`src/rtl/mem_pkg.sv`:
```
// Shared definitions for the data-memory port and its read-side scanner.
package mem_pkg;

  localparam int unsigned MEM_DATA_WIDTH   = 16;
  localparam int unsigned MEM_ADDR_WIDTH   = 10;
  localparam int unsigned MEM_READ_LATENCY = 1;

  typedef enum logic [1:0] {
    StIdle  = 2'd0,
    StScan  = 2'd1,
    StDrain = 2'd2
  } scan_state_e;

endpackage

```
`src/rtl/mem_scan_reader_if.sv`:
```
// Control, memory read port and output stream of the window scanner.
interface mem_scan_reader_if import mem_pkg::*; #(
  parameter int unsigned DATA_WIDTH = MEM_DATA_WIDTH,
  parameter int unsigned ADDR_WIDTH = MEM_ADDR_WIDTH
) ();

  logic                  start;
  logic                  busy;
  logic                  done;
  logic [ADDR_WIDTH-1:0] mem_addr;
  logic                  mem_we;
  logic [DATA_WIDTH-1:0] mem_rdata;
  logic [DATA_WIDTH-1:0] out_data;
  logic [ADDR_WIDTH-1:0] out_index;
  logic                  out_last;
  logic                  out_valid;
  logic                  out_ready;

  modport master (
    input  start,
    output busy,
    output done,
    output mem_addr,
    output mem_we,
    input  mem_rdata,
    output out_data,
    output out_index,
    output out_last,
    output out_valid,
    input  out_ready
  );

  modport slave (
    output start,
    input  busy,
    input  done,
    input  mem_addr,
    input  mem_we,
    output mem_rdata,
    input  out_data,
    input  out_index,
    input  out_last,
    input  out_valid,
    output out_ready
  );

endinterface

```
`src/rtl/mem_scan_reader_fifo2.sv`:
```
// Two-entry synchronous FIFO; entry 0 is always the head so the output is a plain register.
module fifo2 #(
  parameter int unsigned WIDTH = 27
) (
  input  logic             clk,
  input  logic             reset,
  input  logic             push_i,
  input  logic [WIDTH-1:0] wdata_i,
  input  logic             pop_i,
  output logic [WIDTH-1:0] rdata_o,
  output logic [1:0]       count_o
);

  logic [WIDTH-1:0] data_q [2];
  logic [WIDTH-1:0] data_d [2];
  logic [1:0]       count_q, count_d;

  always_comb begin
    data_d  = data_q;
    count_d = count_q;
    unique case ({push_i, pop_i})
      2'b10: begin
        data_d[count_q[0]] = wdata_i;
        count_d            = count_q + 2'd1;
      end
      2'b01: begin
        data_d[0] = data_q[1];
        count_d   = count_q - 2'd1;
      end
      2'b11: begin
        if (count_q == 2'd2) begin
          data_d[0] = data_q[1];
          data_d[1] = wdata_i;
        end else begin
          data_d[0] = wdata_i;
        end
      end
      default: ;
    endcase
  end

  always_ff @(posedge clk) begin
    if (reset) begin
      data_q[0] <= '0;
      data_q[1] <= '0;
      count_q   <= 2'd0;
    end else begin
      data_q  <= data_d;
      count_q <= count_d;
    end
  end

  assign rdata_o = data_q[0];
  assign count_o = count_q;

  a_no_overflow: assert property (@(posedge clk) disable iff (reset)
    !(push_i && !pop_i && count_q == 2'd2));
  a_no_underflow: assert property (@(posedge clk) disable iff (reset)
    !(pop_i && count_q == 2'd0));

endmodule

```
`src/rtl/mem_scan_reader.sv`:
```
// Sweeps a fixed memory window on start and streams each word out, absorbing the
// one-cycle registered read latency with a 2-entry skid buffer.
module mem_scan_reader import mem_pkg::*; #(
  parameter int unsigned           DATA_WIDTH = MEM_DATA_WIDTH,
  parameter int unsigned           ADDR_WIDTH = MEM_ADDR_WIDTH,
  parameter logic [ADDR_WIDTH-1:0] BASE_ADDR  = 'h200,
  parameter int unsigned           LENGTH     = 256
) (
  input  logic               clk,
  input  logic               reset,
  mem_scan_reader_if.master  bus
);

  localparam int unsigned     CntW    = ADDR_WIDTH + 1;
  localparam int unsigned     EntryW  = DATA_WIDTH + ADDR_WIDTH + 1;
  localparam logic [CntW-1:0] LastOff = CntW'(LENGTH - 1);

  scan_state_e           state_q, state_d;
  logic [CntW-1:0]       cnt_q, cnt_d;
  logic [ADDR_WIDTH-1:0] addr_q, addr_d;
  logic                  inflight_q;
  logic [ADDR_WIDTH-1:0] infl_idx_q, infl_idx_d;
  logic                  infl_last_q, infl_last_d;
  logic                  busy_q, busy_d;
  logic                  done_q, done_d;

  logic [1:0]        occ;
  logic [EntryW-1:0] head;
  logic              head_last;
  logic              out_valid;
  logic              pop;
  logic              issue;
  logic [2:0]        occ_after;

  assign out_valid = (occ != 2'd0);
  assign pop       = out_valid && bus.out_ready;
  assign head_last = head[EntryW-1];

  // Issue only if the word it returns is guaranteed a buffer slot next cycle.
  assign occ_after = {1'b0, occ} + {2'b00, inflight_q};
  assign issue     = (state_q == StScan) && (occ_after <= 3'd1 + {2'b00, pop});

  always_comb begin
    state_d     = state_q;
    cnt_d       = cnt_q;
    addr_d      = addr_q;
    infl_idx_d  = infl_idx_q;
    infl_last_d = infl_last_q;
    unique case (state_q)
      StIdle: begin
        if (bus.start) begin
          state_d = StScan;
          cnt_d   = '0;
          addr_d  = BASE_ADDR;
        end
      end
      StScan: begin
        if (issue) begin
          cnt_d       = cnt_q + 1'b1;
          addr_d      = BASE_ADDR + cnt_d[ADDR_WIDTH-1:0];
          infl_idx_d  = cnt_q[ADDR_WIDTH-1:0];
          infl_last_d = (cnt_q == LastOff);
          if (cnt_q == LastOff) state_d = StDrain;
        end
      end
      StDrain: begin
        if (pop && head_last) state_d = StIdle;
      end
      default: state_d = StIdle;
    endcase
    busy_d = (state_d != StIdle);
    done_d = (state_q == StDrain) && pop && head_last;
  end

  always_ff @(posedge clk) begin
    if (reset) begin
      state_q     <= StIdle;
      cnt_q       <= '0;
      addr_q      <= BASE_ADDR;
      inflight_q  <= 1'b0;
      infl_idx_q  <= '0;
      infl_last_q <= 1'b0;
      busy_q      <= 1'b0;
      done_q      <= 1'b0;
    end else begin
      state_q     <= state_d;
      cnt_q       <= cnt_d;
      addr_q      <= addr_d;
      inflight_q  <= issue;
      infl_idx_q  <= infl_idx_d;
      infl_last_q <= infl_last_d;
      busy_q      <= busy_d;
      done_q      <= done_d;
    end
  end

  fifo2 #(
    .WIDTH (EntryW)
  ) u_fifo (
    .clk     (clk),
    .reset   (reset),
    .push_i  (inflight_q),
    .wdata_i ({infl_last_q, infl_idx_q, bus.mem_rdata}),
    .pop_i   (pop),
    .rdata_o (head),
    .count_o (occ)
  );

  assign bus.busy      = busy_q;
  assign bus.done      = done_q;
  assign bus.mem_addr  = addr_q;
  assign bus.mem_we    = 1'b0;
  assign bus.out_data  = head[DATA_WIDTH-1:0];
  assign bus.out_index = head[DATA_WIDTH +: ADDR_WIDTH];
  assign bus.out_last  = head_last;
  assign bus.out_valid = out_valid;

endmodule

```
`src/flat_wrapper.sv`:
```
// flat-port wrapper written by rule: the top's interface ports become plain ports
module mem_scan_reader_flat import mem_pkg::*;
#(
  parameter int unsigned           DATA_WIDTH = MEM_DATA_WIDTH,
  parameter int unsigned           ADDR_WIDTH = MEM_ADDR_WIDTH,
  parameter logic [ADDR_WIDTH-1:0] BASE_ADDR  = 'h200,
  parameter int unsigned           LENGTH     = 256
)
  (clk, reset, bus_start, bus_busy, bus_done, bus_mem_addr, bus_mem_we, bus_mem_rdata, bus_out_data, bus_out_index, bus_out_last, bus_out_valid, bus_out_ready);
  mem_scan_reader_if #(.DATA_WIDTH(DATA_WIDTH), .ADDR_WIDTH(ADDR_WIDTH)) bus_i ();
  input  logic clk;
  input  logic reset;
  input wire logic [$bits(bus_i.start)-1:0] bus_start;
  output wire logic [$bits(bus_i.busy)-1:0] bus_busy;
  output wire logic [$bits(bus_i.done)-1:0] bus_done;
  output wire logic [$bits(bus_i.mem_addr)-1:0] bus_mem_addr;
  output wire logic [$bits(bus_i.mem_we)-1:0] bus_mem_we;
  input wire logic [$bits(bus_i.mem_rdata)-1:0] bus_mem_rdata;
  output wire logic [$bits(bus_i.out_data)-1:0] bus_out_data;
  output wire logic [$bits(bus_i.out_index)-1:0] bus_out_index;
  output wire logic [$bits(bus_i.out_last)-1:0] bus_out_last;
  output wire logic [$bits(bus_i.out_valid)-1:0] bus_out_valid;
  input wire logic [$bits(bus_i.out_ready)-1:0] bus_out_ready;
  assign bus_i.start = bus_start;
  assign bus_busy = bus_i.busy;
  assign bus_done = bus_i.done;
  assign bus_mem_addr = bus_i.mem_addr;
  assign bus_mem_we = bus_i.mem_we;
  assign bus_i.mem_rdata = bus_mem_rdata;
  assign bus_out_data = bus_i.out_data;
  assign bus_out_index = bus_i.out_index;
  assign bus_out_last = bus_i.out_last;
  assign bus_out_valid = bus_i.out_valid;
  assign bus_i.out_ready = bus_out_ready;
  mem_scan_reader #(.DATA_WIDTH(DATA_WIDTH), .ADDR_WIDTH(ADDR_WIDTH), .BASE_ADDR(BASE_ADDR), .LENGTH(LENGTH)) u_core (.clk(clk), .reset(reset), .bus(bus_i));
endmodule
```
`config.mk`:
```
export PLATFORM = sky130hd
export DESIGN_NAME = mem_scan_reader_flat
export DESIGN_NICKNAME = d
export VERILOG_FILES = /design/src/rtl/mem_pkg.sv /design/src/rtl/mem_scan_reader_if.sv /design/src/rtl/mem_scan_reader_fifo2.sv /design/src/rtl/mem_scan_reader.sv /design/src/flat_wrapper.sv
export SDC_FILE = /design/constraint.sdc
export NUM_CORES = 1
export LEC_CHECK = 0
export ABC_CLOCK_PERIOD_IN_PS = 3200
export BUFFER_PORTS_ARGS = -buffer_cell sky130_fd_sc_hd__buf_2
export CORE_UTILIZATION = 40
export DETAILED_ROUTE_END_ITERATION = 7
export HOLD_SLACK_MARGIN = 0.03
export PLACE_DENSITY = 0.72
export SYNTH_ARGS = -nofsm -noshare
export SYNTH_HDL_FRONTEND = slang
export SYNTH_SLANG_ARGS = --single-unit
```
`constraint.sdc`:
```
create_clock -name clk -period 3.2 [get_ports clk]
set_input_delay 0.32 -clock clk [delete_from_list [all_inputs] [get_ports clk]]
set_output_delay 0.32 -clock clk [all_outputs]
set_load 0.01 [all_outputs]
```
==> out/results.txt <==
fin. max-slew vios: 0
Crit Path Class: reg -> reg
reg2reg start: u_core.u_fifo.count_o[1]$_SDFFE_PP0P_
Hold Path Class: in -> reg
post-synthesis cell area: 3830 µm²
wire per inst: 13.7 µm
port buffer count: 59
die area: 9970 µm²
Critical Path RT: 3.49 ns
arrival time worst endpoint: 2.92 ns
setup TNS: 0 ns
Synth top area share: 43.9%
total wire length: 8130 µm
Setup crit end kind: register
Post-Syn Instances: 455
Worst Hold Depth: 3
Worst setup SP type: register
area grow syn2layout: 7.74%
Synth Net Count: 484
TritonCTS buffer count: 9
GR Layer Usage met2: 27.2%
Lkg Pwr: 1.58 nW
die width: 99.9 µm
clock latency on the worst-skew pair: 0.35 ns
final hold violation count: 0
Worst Hold End: u_core.u_fifo.data_q[8]$_SDFFE_PP0P_
hold buffers post-CTS: 0
reg2reg setup slack: 0.56 ns
worst hold start: bus_mem_rdata[8]
post-route insts no fill: 594
Rel. slew slack: 34.8%
FILL cells: 894
PD cells: 801 nW/µm²
RR Endpoint: u_core.bus.mem_addr[4]$_SDFFE_PP0P_
CP Cell Sequence: o21a_1 -> inv_1 -> fa_1 -> nor3b_2 -> o211a_1 -> or4_1 -> a21oi_1
Seq/Total Area, Yosys: 43.9%
met3 Use GR: 4.53%
hpwl dp: 5400 µm
crit-path max cell delay: 0.51 ns
final setup fails: 0
placed cell area: 3900 µm²
post-route cell area: 4130 µm²
Diodes inserted: 0
unrepaired setup endpoints after global routing: no
DRT antenna net count: 0
crit-path max FO: 10
clock sink total: 84
first-pass iteration count of the detailed router: 4
synth unique cells: 48
dominant cell type by area after synthesis: dfxtp_1
critical path's top delay family: compound AO/OA/AOI/OAI gates
initial antenna violation count: 0
Yosys Warn Count: 0
Final min period: 2.64 ns
Seq cells post-synth: 84
DRC viols: 0
grt met1 use: 22.7%
vias per cell: 5.30
gr busiest metal: met2
nets: 490
Row Count: 35
CTS Buffer Depth: 2
GP Congestion: 0.808
status: finished clean
placed instance count: 579
drt first-iter violations: 206
Worst Skew: 0.00531 ns
# H-tree levels: 3
post_cts resized: 0
R2R depth: 7
VDD IR max: 258 µV
core area: 9240 µm²
number of global-route vias before repair: 2,829
Final period util: 82.4%
critical path's slowest cell: dfxtp_1
via count: 3,147
Starting Density: 41.5%
Syn Area/Cell: 8.42 µm²
Global Route Usage Sum: 17.1%
I/O Pins: 61
share of layout cells above drive strength 1: 18.5%
largest net degree at the start of global routing: 48
worst slew pin tran: 0.976 ns
die height: 99.9 µm
TritonCTS clock tree: yes
FMAX: 379 MHz
Max Cap Violations: 0
post-CTS setup buffer count: 0
root buf cell: clkbuf_8
Buf/Inv on CP: 1
CTS clk-pin slew, worst paths: 0.08 ns
first-pass GRT wire length: 13,600 µm
ranking of synthesized cells by area: dfxtp_1 44%, buf_4 7.8%, a221oi_1 6.4%
global route overflow: 0
==> layout make-up <==
type	count	area, µm²	share of cell area [%]
inverter	5	18.8	0.455
sequential	84	1680	40.7
timing repair buffer	66	348	8.43
tap	129	161	3.91
clock buffer	12	155	3.76
clock inverter	3	68.8	1.67
multi-input combinational	295	1690	41.0
==> worst max-delay path by stage <==
stage	start	end	slack, ns	depth (start not counted)
final	u_core.u_fifo.count_o[1]$_SDFFE_PP0P_	u_core.bus.mem_addr[4]$_SDFFE_PP0P_	0.56	7
after global routing	u_core.u_fifo.count_o[1]$_SDFFE_PP0P_	u_core.bus.mem_addr[8]$_SDFFE_PP0P_	0.40	7
after CTS	u_core.u_fifo.count_o[1]$_SDFFE_PP0P_	u_core.bus.mem_addr[4]$_SDFFE_PP0P_	0.55	7
after detailed placement	u_core.u_fifo.count_o[1]$_SDFFE_PP0P_	u_core.bus.mem_addr[4]$_SDFFE_PP0P_	0.58	7
after global placement	u_core.u_fifo.count_o[1]$_SDFFE_PP0P_	u_core.bus.mem_addr[4]$_SDFFE_PP0P_	0.68	7
after floorplan	u_core.u_fifo.count_o[1]$_SDFFE_PP0P_	u_core.bus.mem_addr[3]$_SDFFE_PP0P_	0.81	8
==> Yosys cell counts (all sizes together) <==
master and instances:
o31ai 2, buf 56, clkbuf 15, nand3b 4, o211a 1, fa 1, a21o 1, xor2 1
or3b 1, nor3 30, nand2 65, nor2b 2, o32ai 1, nor2 34, xnor2 2, a211oi 1
nand3 16, a31oi 2, a221oi 28, nand2b 8, inv 5, conb 1, o211ai 1, o21ai 14
or4 2, ha 8, o21a 3, a311oi 2, nor3b 2, nor4 3, o32a 1, nor4b 2
or3 2, a21oi 45, mux2i 4, dfxtp 84, and2 1, nand4 2, or2 2
==> flip-flops by register name (all words and copies together), names as in the netlist <==
register,cells
u_core.u_fifo.data_q,27
u_core.u_fifo.rdata_o,27
u_core.bus.mem_addr,10
u_core.infl_idx_q,10
u_core.cnt_q,2
u_core.state_q,2
u_core.u_fifo.count_o,2
u_core.bus.busy,1
u_core.bus.done,1
u_core.infl_last_q,1
u_core.inflight_q,1
==> cell usage in the layout (no fill, tap or decap), types with 8 or more instances in the layout <==
master,synthesis,final
ha_1,8,8
dfxtp_1,84,84
nor3_1,29,29
o21ai_0,13,13
a221oi_1,28,28
nand2_1,65,65
clkbuf_8,0,11
nand3_1,16,16
a21oi_1,45,45
buf_2,12,59
nand2b_1,8,8
nor2_1,34,34
==> logic make-up after synthesis <==
| family | Yosys count | synth area share, % |
|---|---|---|
| multiplexers | 4 | 1.05 |
| XOR/XNOR | 3 | 0.686 |
| AO/OA/AOI/OAI | 102 | 17.2 |
| AND/OR/NAND/NOR | 176 | 22.0 |
| adder cells (fa/ha/maj) | 9 | 3.14 |
| other | 1 | 0.0979 |
| flip-flops | 84 | 43.9 |
| buffers and inverters | 76 | 12.0 |
==> stage by stage <==
| step | power, mW | hold slack, ns | util, % | worst slack, ns |
|---|---|---|---|---|
| finish | 3.31 | 0.218 | 44.7 | 0.562 |
| global route | 3.54 | 0.192 | 44.7 | 0.398 |
| CTS | 3.34 | 0.201 | 44.7 | 0.554 |
| global placement | 2.46 | 0.437 | 42.2 | 0.681 |
| detailed placement | 2.50 | 0.444 | 42.2 | 0.580 |
| floorplan | 2.34 | 0.432 | - | 0.806 |
==> tightest hold or removal path, stage by stage <==
cell	delay, ns
buf_2	0.11
nand2_1	0.05
a21oi_1	0.05
==> layer usage <==
metal | vias up | routed length (µm)
met1 | 1460 | 3720
li1 | 1569 | -
met3 | 6 | 560
met5 | - | 0
met4 | 0 | 76
met2 | 112 | 3780
==> report_power, final <==
| part | switching [mW] | internal (mW) | total (mW) |
|---|---|---|---|
| Clock | 0.364 | 0.481 | 0.845 |
| Sequential | 0.109 | 1.20 | 1.31 |
| Combinational | 0.721 | 0.428 | 1.15 |
(Power assumes the default switching activity.)
